<file path="src/rtl/debounce_multi.sv">
// -----------------------------------------------------------------------------
// debounce_multi
//
// Multi-channel button/switch conditioner. Every channel has its own input
// synchroniser, stability counter and hold counter. No timing state is shared
// between channels.
//
// Per channel the block produces:
//    btn_out       debounced level (1 = pressed)
//    press_pulse   one-cycle pulse in the first cycle btn_out reads 1
//    release_pulse one-cycle pulse in the first cycle btn_out reads 0
//    long_pulse    one-cycle pulse once the button has been held LONG_CNT cycles
//    long_level    high from long_pulse until the release is accepted
//
// Optional build macro: DEBOUNCE_AUTOREPEAT_EN
//    When defined, adds parameter REPEAT_CNT and a per-channel repeat counter.
//    After long_pulse, press_pulse re-fires every REPEAT_CNT cycles while the
//    button stays pressed. The first repeat comes REPEAT_CNT cycles after
//    long_pulse. When the macro is undefined, no repeat logic exists.
//
// Ports:
//    clk            system clock
//    rst            synchronous active-high reset
//    btn_in         raw asynchronous button inputs [BTN_WIDTH]
//    btn_out        debounced levels [BTN_WIDTH]
//    press_pulse    accepted-press pulses [BTN_WIDTH]
//    release_pulse  accepted-release pulses [BTN_WIDTH]
//    long_pulse     long-press pulses [BTN_WIDTH]
//    long_level     long-press held flags [BTN_WIDTH]
//
// Parameters:
//    BTN_WIDTH   number of channels
//    CNT_W       width of the stability counter
//    STABLE_CNT  cycles a new level must persist (2 .. 2^CNT_W-1)
//    ACTIVE_LOW  1 = raw inputs are inverted before the synchroniser
//    LONG_W      width of the hold counter
//    LONG_CNT    hold cycles before a long press (1 .. 2^LONG_W-1)
// -----------------------------------------------------------------------------
module debounce_multi #(
   parameter int BTN_WIDTH  = 5,
   parameter int CNT_W      = 16,
   parameter int STABLE_CNT = 32768,
   parameter bit ACTIVE_LOW = 1'b0,
   parameter int LONG_W     = 24,
   parameter int LONG_CNT   = 6000000
`ifdef DEBOUNCE_AUTOREPEAT_EN
   ,
   parameter int REPEAT_CNT = 1500000
`endif
) (
   input  logic                 clk,
   input  logic                 rst,
   input  logic [BTN_WIDTH-1:0] btn_in,
   output logic [BTN_WIDTH-1:0] btn_out,
   output logic [BTN_WIDTH-1:0] press_pulse,
   output logic [BTN_WIDTH-1:0] release_pulse,
   output logic [BTN_WIDTH-1:0] long_pulse,
   output logic [BTN_WIDTH-1:0] long_level
);

   // The stability counter counts 0 .. STABLE_CNT-1. The change is accepted on
   // the edge that would otherwise step past STABLE_LAST.
   localparam logic [CNT_W-1:0]  STABLE_LAST = CNT_W'(STABLE_CNT - 1);
   localparam logic [LONG_W-1:0] LONG_LAST   = LONG_W'(LONG_CNT);

`ifdef DEBOUNCE_AUTOREPEAT_EN
   localparam int               REP_W    = (REPEAT_CNT > 1) ? $clog2(REPEAT_CNT) : 1;
   localparam logic [REP_W-1:0] REP_LAST = REP_W'(REPEAT_CNT - 1);
`endif

   for (genvar i = 0; i < BTN_WIDTH; i++) begin : g_ch

      logic             x;
      logic             s1;
      logic             s2;
      logic             lvl;
      logic             prs;
      logic             rel;
      logic             lp;
      logic             ll;
      logic [CNT_W-1:0] cnt;
      logic [LONG_W-1:0] hold;

      logic             differ;
      logic             accept;
      logic             press_now;
      logic             rel_now;
      logic             long_now;
      logic             rep_fire;

      assign x = btn_in[i] ^ ACTIVE_LOW;

      // -------------------------------------------------------------------
      // Two-flop synchroniser
      // -------------------------------------------------------------------
      always_ff @(posedge clk) begin
         if (rst) begin
            s1 <= 1'b0;
            s2 <= 1'b0;
         end else begin
            s1 <= x;
            s2 <= s1;
         end
      end

      // -------------------------------------------------------------------
      // Acceptance decode.
      // press_now and rel_now are true on the edge where btn_out changes.
      // That same edge registers the matching pulse, so each pulse appears
      // in the first cycle of the new level.
      // -------------------------------------------------------------------
      assign differ    = s2 ^ lvl;
      assign accept    = differ && (cnt == STABLE_LAST);
      assign press_now = accept && s2;
      assign rel_now   = accept && !s2;

      // A release on the same edge takes priority over a long press.
      // long_level blocks the pulse from repeating while hold is saturated.
      assign long_now  = lvl && !rel_now && !ll && (hold == LONG_LAST);

      // -------------------------------------------------------------------
      // Stability counter and debounced level
      // -------------------------------------------------------------------
      always_ff @(posedge clk) begin
         if (rst) begin
            cnt <= '0;
            lvl <= 1'b0;
         end else if (!differ) begin
            cnt <= '0;
         end else if (accept) begin
            cnt <= '0;
            lvl <= s2;
         end else begin
            cnt <= cnt + CNT_W'(1);
         end
      end

      // -------------------------------------------------------------------
      // Hold counter. It saturates at LONG_CNT and does not wrap.
      // -------------------------------------------------------------------
      always_ff @(posedge clk) begin
         if (rst || !lvl) begin
            hold <= '0;
         end else if (hold != LONG_LAST) begin
            hold <= hold + LONG_W'(1);
         end
      end

`ifdef DEBOUNCE_AUTOREPEAT_EN
      // -------------------------------------------------------------------
      // Auto-repeat counter. It starts counting in the cycle after long_pulse
      // and fires every REPEAT_CNT cycles. A release clears it, and it
      // cannot fire on the release edge.
      // -------------------------------------------------------------------
      logic [REP_W-1:0] rep;

      assign rep_fire = ll && lvl && !rel_now && (rep == REP_LAST);

      always_ff @(posedge clk) begin
         if (rst || !lvl || !ll || rel_now) begin
            rep <= '0;
         end else if (rep == REP_LAST) begin
            rep <= '0;
         end else begin
            rep <= rep + REP_W'(1);
         end
      end
`else
      assign rep_fire = 1'b0;
`endif

      // -------------------------------------------------------------------
      // Registered event outputs
      // -------------------------------------------------------------------
      always_ff @(posedge clk) begin
         if (rst) begin
            prs <= 1'b0;
            rel <= 1'b0;
            lp  <= 1'b0;
            ll  <= 1'b0;
         end else begin
            prs <= press_now || rep_fire;
            rel <= rel_now;
            lp  <= long_now;
            if (rel_now) begin
               ll <= 1'b0;
            end else if (long_now) begin
               ll <= 1'b1;
            end
         end
      end

      assign btn_out[i]       = lvl;
      assign press_pulse[i]   = prs;
      assign release_pulse[i] = rel;
      assign long_pulse[i]    = lp;
      assign long_level[i]    = ll;

   end : g_ch

endmodule

</file>
<file path="config.mk">
export PLATFORM = sky130hd
export DESIGN_NAME = debounce_multi
export DESIGN_NICKNAME = d
export VERILOG_FILES = /design/src/rtl/debounce_multi.sv
export SDC_FILE = /design/constraint.sdc
export NUM_CORES = 1
export LEC_CHECK = 0
export CORE_UTILIZATION = 40
export DETAILED_ROUTE_END_ITERATION = 7
export PLACE_DENSITY_LB_ADDON = 0.15
export SYNTH_ARGS = -nofsm -noshare
export SYNTH_HDL_FRONTEND = slang
export SYNTH_SLANG_ARGS = --single-unit
</file>
<file path="constraint.sdc">
create_clock -name clk -period 3 [get_ports clk]
set_clock_uncertainty 0.1 [all_clocks]
set_input_delay 0.45 -clock clk [delete_from_list [all_inputs] [get_ports clk]]
set_output_delay 0.45 -clock clk [all_outputs]
set_load 0.05 [all_outputs]
</file>
==> impl_metrics.env <==
export IMPL_gp_congestion=0.795
export IMPL_dpl_hpwl_um=14300
export IMPL_synth_top_cell_area_share_pct=43.8
export IMPL_antenna_found_initial=0
export IMPL_floorplan_die_width_um=166
export IMPL_sink_count=235
export IMPL_cts_root_buffer="clkbuf_16"
export IMPL_die_area_sq_mm=0.0275
export IMPL_die_height_um=166
export IMPL_timing_critical_path_slowest_cell_delay_ps=860
export IMPL_finalHoldViolations=0
export IMPL_timing_final_crit_period_ps=2400
export IMPL_routed_wire_length_per_instance_um=13.0
export IMPL_mux_contribution_to_synthesized_area_pct=0.652
export IMPL_io_buffer_count=31
export IMPL_placed_cell_area_sq_mm=0.0112
export IMPL_critical_path_required_ps=2450
export IMPL_yosys_area_share_xor_xnor_pct=8.96
export IMPL_post_synthesis_compound_gate_area_fraction_pct=9.47
export IMPL_setup_viol=0
export IMPL_synth_simple_gate_area_share_pct=30.8
export IMPL_overflow=0
export IMPL_critical_path_arrival_ps=1850
export IMPL_antenna_left=0
export IMPL_ir_worst_vdd_mv=0.301
export IMPL_grt_start_max_net_pins=28
export IMPL_layout_filler_cells=2617
export IMPL_total_of_warnings_raised_by_yosys=0
export IMPL_h_tree_level_count=1
export IMPL_top_post_synthesis_cells_by_count="dfxtp_1, nor2_1, nand2_1"
export IMPL_worst_setup_hold_path_clk_slew_ps=50
export IMPL_final_layout_size_suffix_gt1_share_pct=4.84
export IMPL_tritoncts_num_buffers=27
export IMPL_final_min_period_over_clock_period_pct=80.0
export IMPL_worstSetupStartpointType="register"
export IMPL_p_leak_nw=3.48
export IMPL_fp_coreArea_sq_mm=0.0262
export IMPL_number_of_enable_flip_flop_cells_after_synthesis=0
export IMPL_ioPinCount=32
export IMPL_clk_insertion_delay_late_ps=540
export IMPL_postSynthNetCount=1284
export IMPL_critical_path_cell_chain="clkdlybuf4s50_1"
export IMPL_ys_ff_latch=235
export IMPL_final_area_sq_mm=0.0120
export IMPL_grt_total_usage_pct=15.5
export IMPL_cts_buffer_depth=3
export IMPL_syn_cell_area_sq_mm=0.0107
export IMPL_reg2reg_setup_slack_ps=650
export IMPL_area_growth_synth_to_final_pct=11.9
export IMPL_top_area_cells_in_the_synthesized_netlist="dfxtp_1, xnor2_1, nor2_1"
export IMPL_detailedRoute_firstPassIterationCount=4
export IMPL_post_cts_hold_buffer_count=0
export IMPL_grt_pass1_wl_um=37100
export IMPL_power_per_cell_area_mw_per_mm2=520
export IMPL_grt_pass1_vias=7947
export IMPL_total_length_of_routed_wires_um=21000
export IMPL_synth_top_family_by_area="simple AND/OR/NAND/NOR gates"
export IMPL_netlist_instances=1262
export IMPL_n_antenna_cell=0
export IMPL_detailedRoute_firstIterationViolations=408
export IMPL_tns_ps=0
export IMPL_critical_path_top_delay_family="buffers and inverters"
export IMPL_crit_slowest_cell="clkdlybuf4s50_1"
export IMPL_number_of_vias_in_the_routed_layout=8538
export IMPL_outcome="complete, no violations"
export IMPL_worst_path_max_fanout=7
export IMPL_crit_path_end_kind="output port"
export IMPL_post_cts_resized_instances=0
export IMPL_synthArstFlopShare_pct=0
export IMPL_floorplan_initialDensity_pct=41.0
export IMPL_synth_ff_type="dfxtp_1"
export IMPL_cts_tree="built"
export IMPL_synth_avg_cell_area_sq_um=8.52
export IMPL_yosysMostFrequentCell="dfxtp_1"
export IMPL_post_synth_fa_ha_maj_area_fraction_pct=1.75
export IMPL_hold_path_class="input pin to register"
export IMPL_vias_per_cell=5.28
export IMPL_fmax_ghz=0.417
export IMPL_criticalPathCategory="register to output port"
export IMPL_number_of_max_cap_violations=0
export IMPL_post_synth_cell_types=50
export IMPL_crit_buf_inv=1
export IMPL_netlist_top_cell_by_area="dfxtp_1"
export IMPL_finalMaxSlewViolations=0
export IMPL_num_rows=59
export IMPL_rsz_0062_raised_after_global_routing="false"
export IMPL_nNetsFinal=1290
export IMPL_postCtsSetupBuffers=0
export IMPL_synth_seq_area_share_pct=43.8
export IMPL_detail_route_drc_violations=0
export IMPL_timing_slew_headroom_pct=40.1
export IMPL_worst_slew_pin_slew_ps=890
worst paths after layout:
kind	to	cells past startpoint	start
worst max-delay path	btn_out[4]	1	g_ch[4].lvl
worst min-delay path	g_ch[4].lvl	2	rst
worst max register to register	g_ch[4].cnt[4]	5	g_ch[4].cnt[0]
worst min register to register	g_ch[1].s2	1	g_ch[1].s1
cell type report:
class                   count  area [sq um]  share of cell area, %
multi-input cells         922          5550                   46.1
flip-flops and latches    235          4700                   39.1
clock buffers              37           773                   6.43
well taps                 335           419                   3.48
repair buffers             40           373                   3.10
inverters                  42           158                   1.31
clock inverters             5          53.8                  0.447
registers in the layout (all words and copies together) (netlist names):
register   flops
g_ch.hold    120
g_ch.cnt      80
g_ch.ll        5
g_ch.lp        5
g_ch.lvl       5
g_ch.prs       5
g_ch.rel       5
g_ch.s1        5
g_ch.s2        5
layout by cell type, fill, tap and decap left out, types with 33 or more instances in the layout:
master	synthesis	routed
nand4_1	49	49
or3_1	33	33
dfxtp_1	235	235
xnor2_1	70	70
o21ai_0	44	44
a21oi_1	76	76
nor4_1	37	37
nor2_1	148	148
nand3_1	72	72
nand2_1	80	80
nor3_1	43	43
or4_1	37	37
inv_1	42	42
xor2_1	40	40
kinds of logic after synthesis:
| kind of cell | Yosys count |
|---|---|
| simple gates | 616 |
| flops | 235 |
| compound gates | 174 |
| xor+xnor | 110 |
| buf+inv | 105 |
| fa+ha+maj | 15 |
| mux | 7 |
per-stage QoR:
step	util [%]	hold slack (ps)	cells	total power, mW	worst slack, ps
2_1_floorplan	-	314	1262	3.23	911
3_3_place_gp	42.7	317	1574	3.24	697
3_5_place_dp	42.7	323	1574	3.24	625
4_1_cts	45.9	305	1616	6.39	550
5_1_grt	45.9	324	1616	6.54	421
6_report	45.9	314	1616	6.26	601
power breakdown:
group	switching, mW	leakage [nW]	internal [mW]
clock network	1.23	0.411	1.86
logic	0.0224	1.18	0.0165
registers	0.00550	1.89	3.13
total	1.25	3.48	5.00
per-layer routing:
layer  track usage (%)  up-vias  share of wire (%)
li1                  -     4510                  -
met5                 0        -                  0
met2              25.5       65                 44
met4              4.35        0                1.9
met3              2.57       35                3.2
met1              20.9     3928                 51
(Power assumes the default switching activity.)
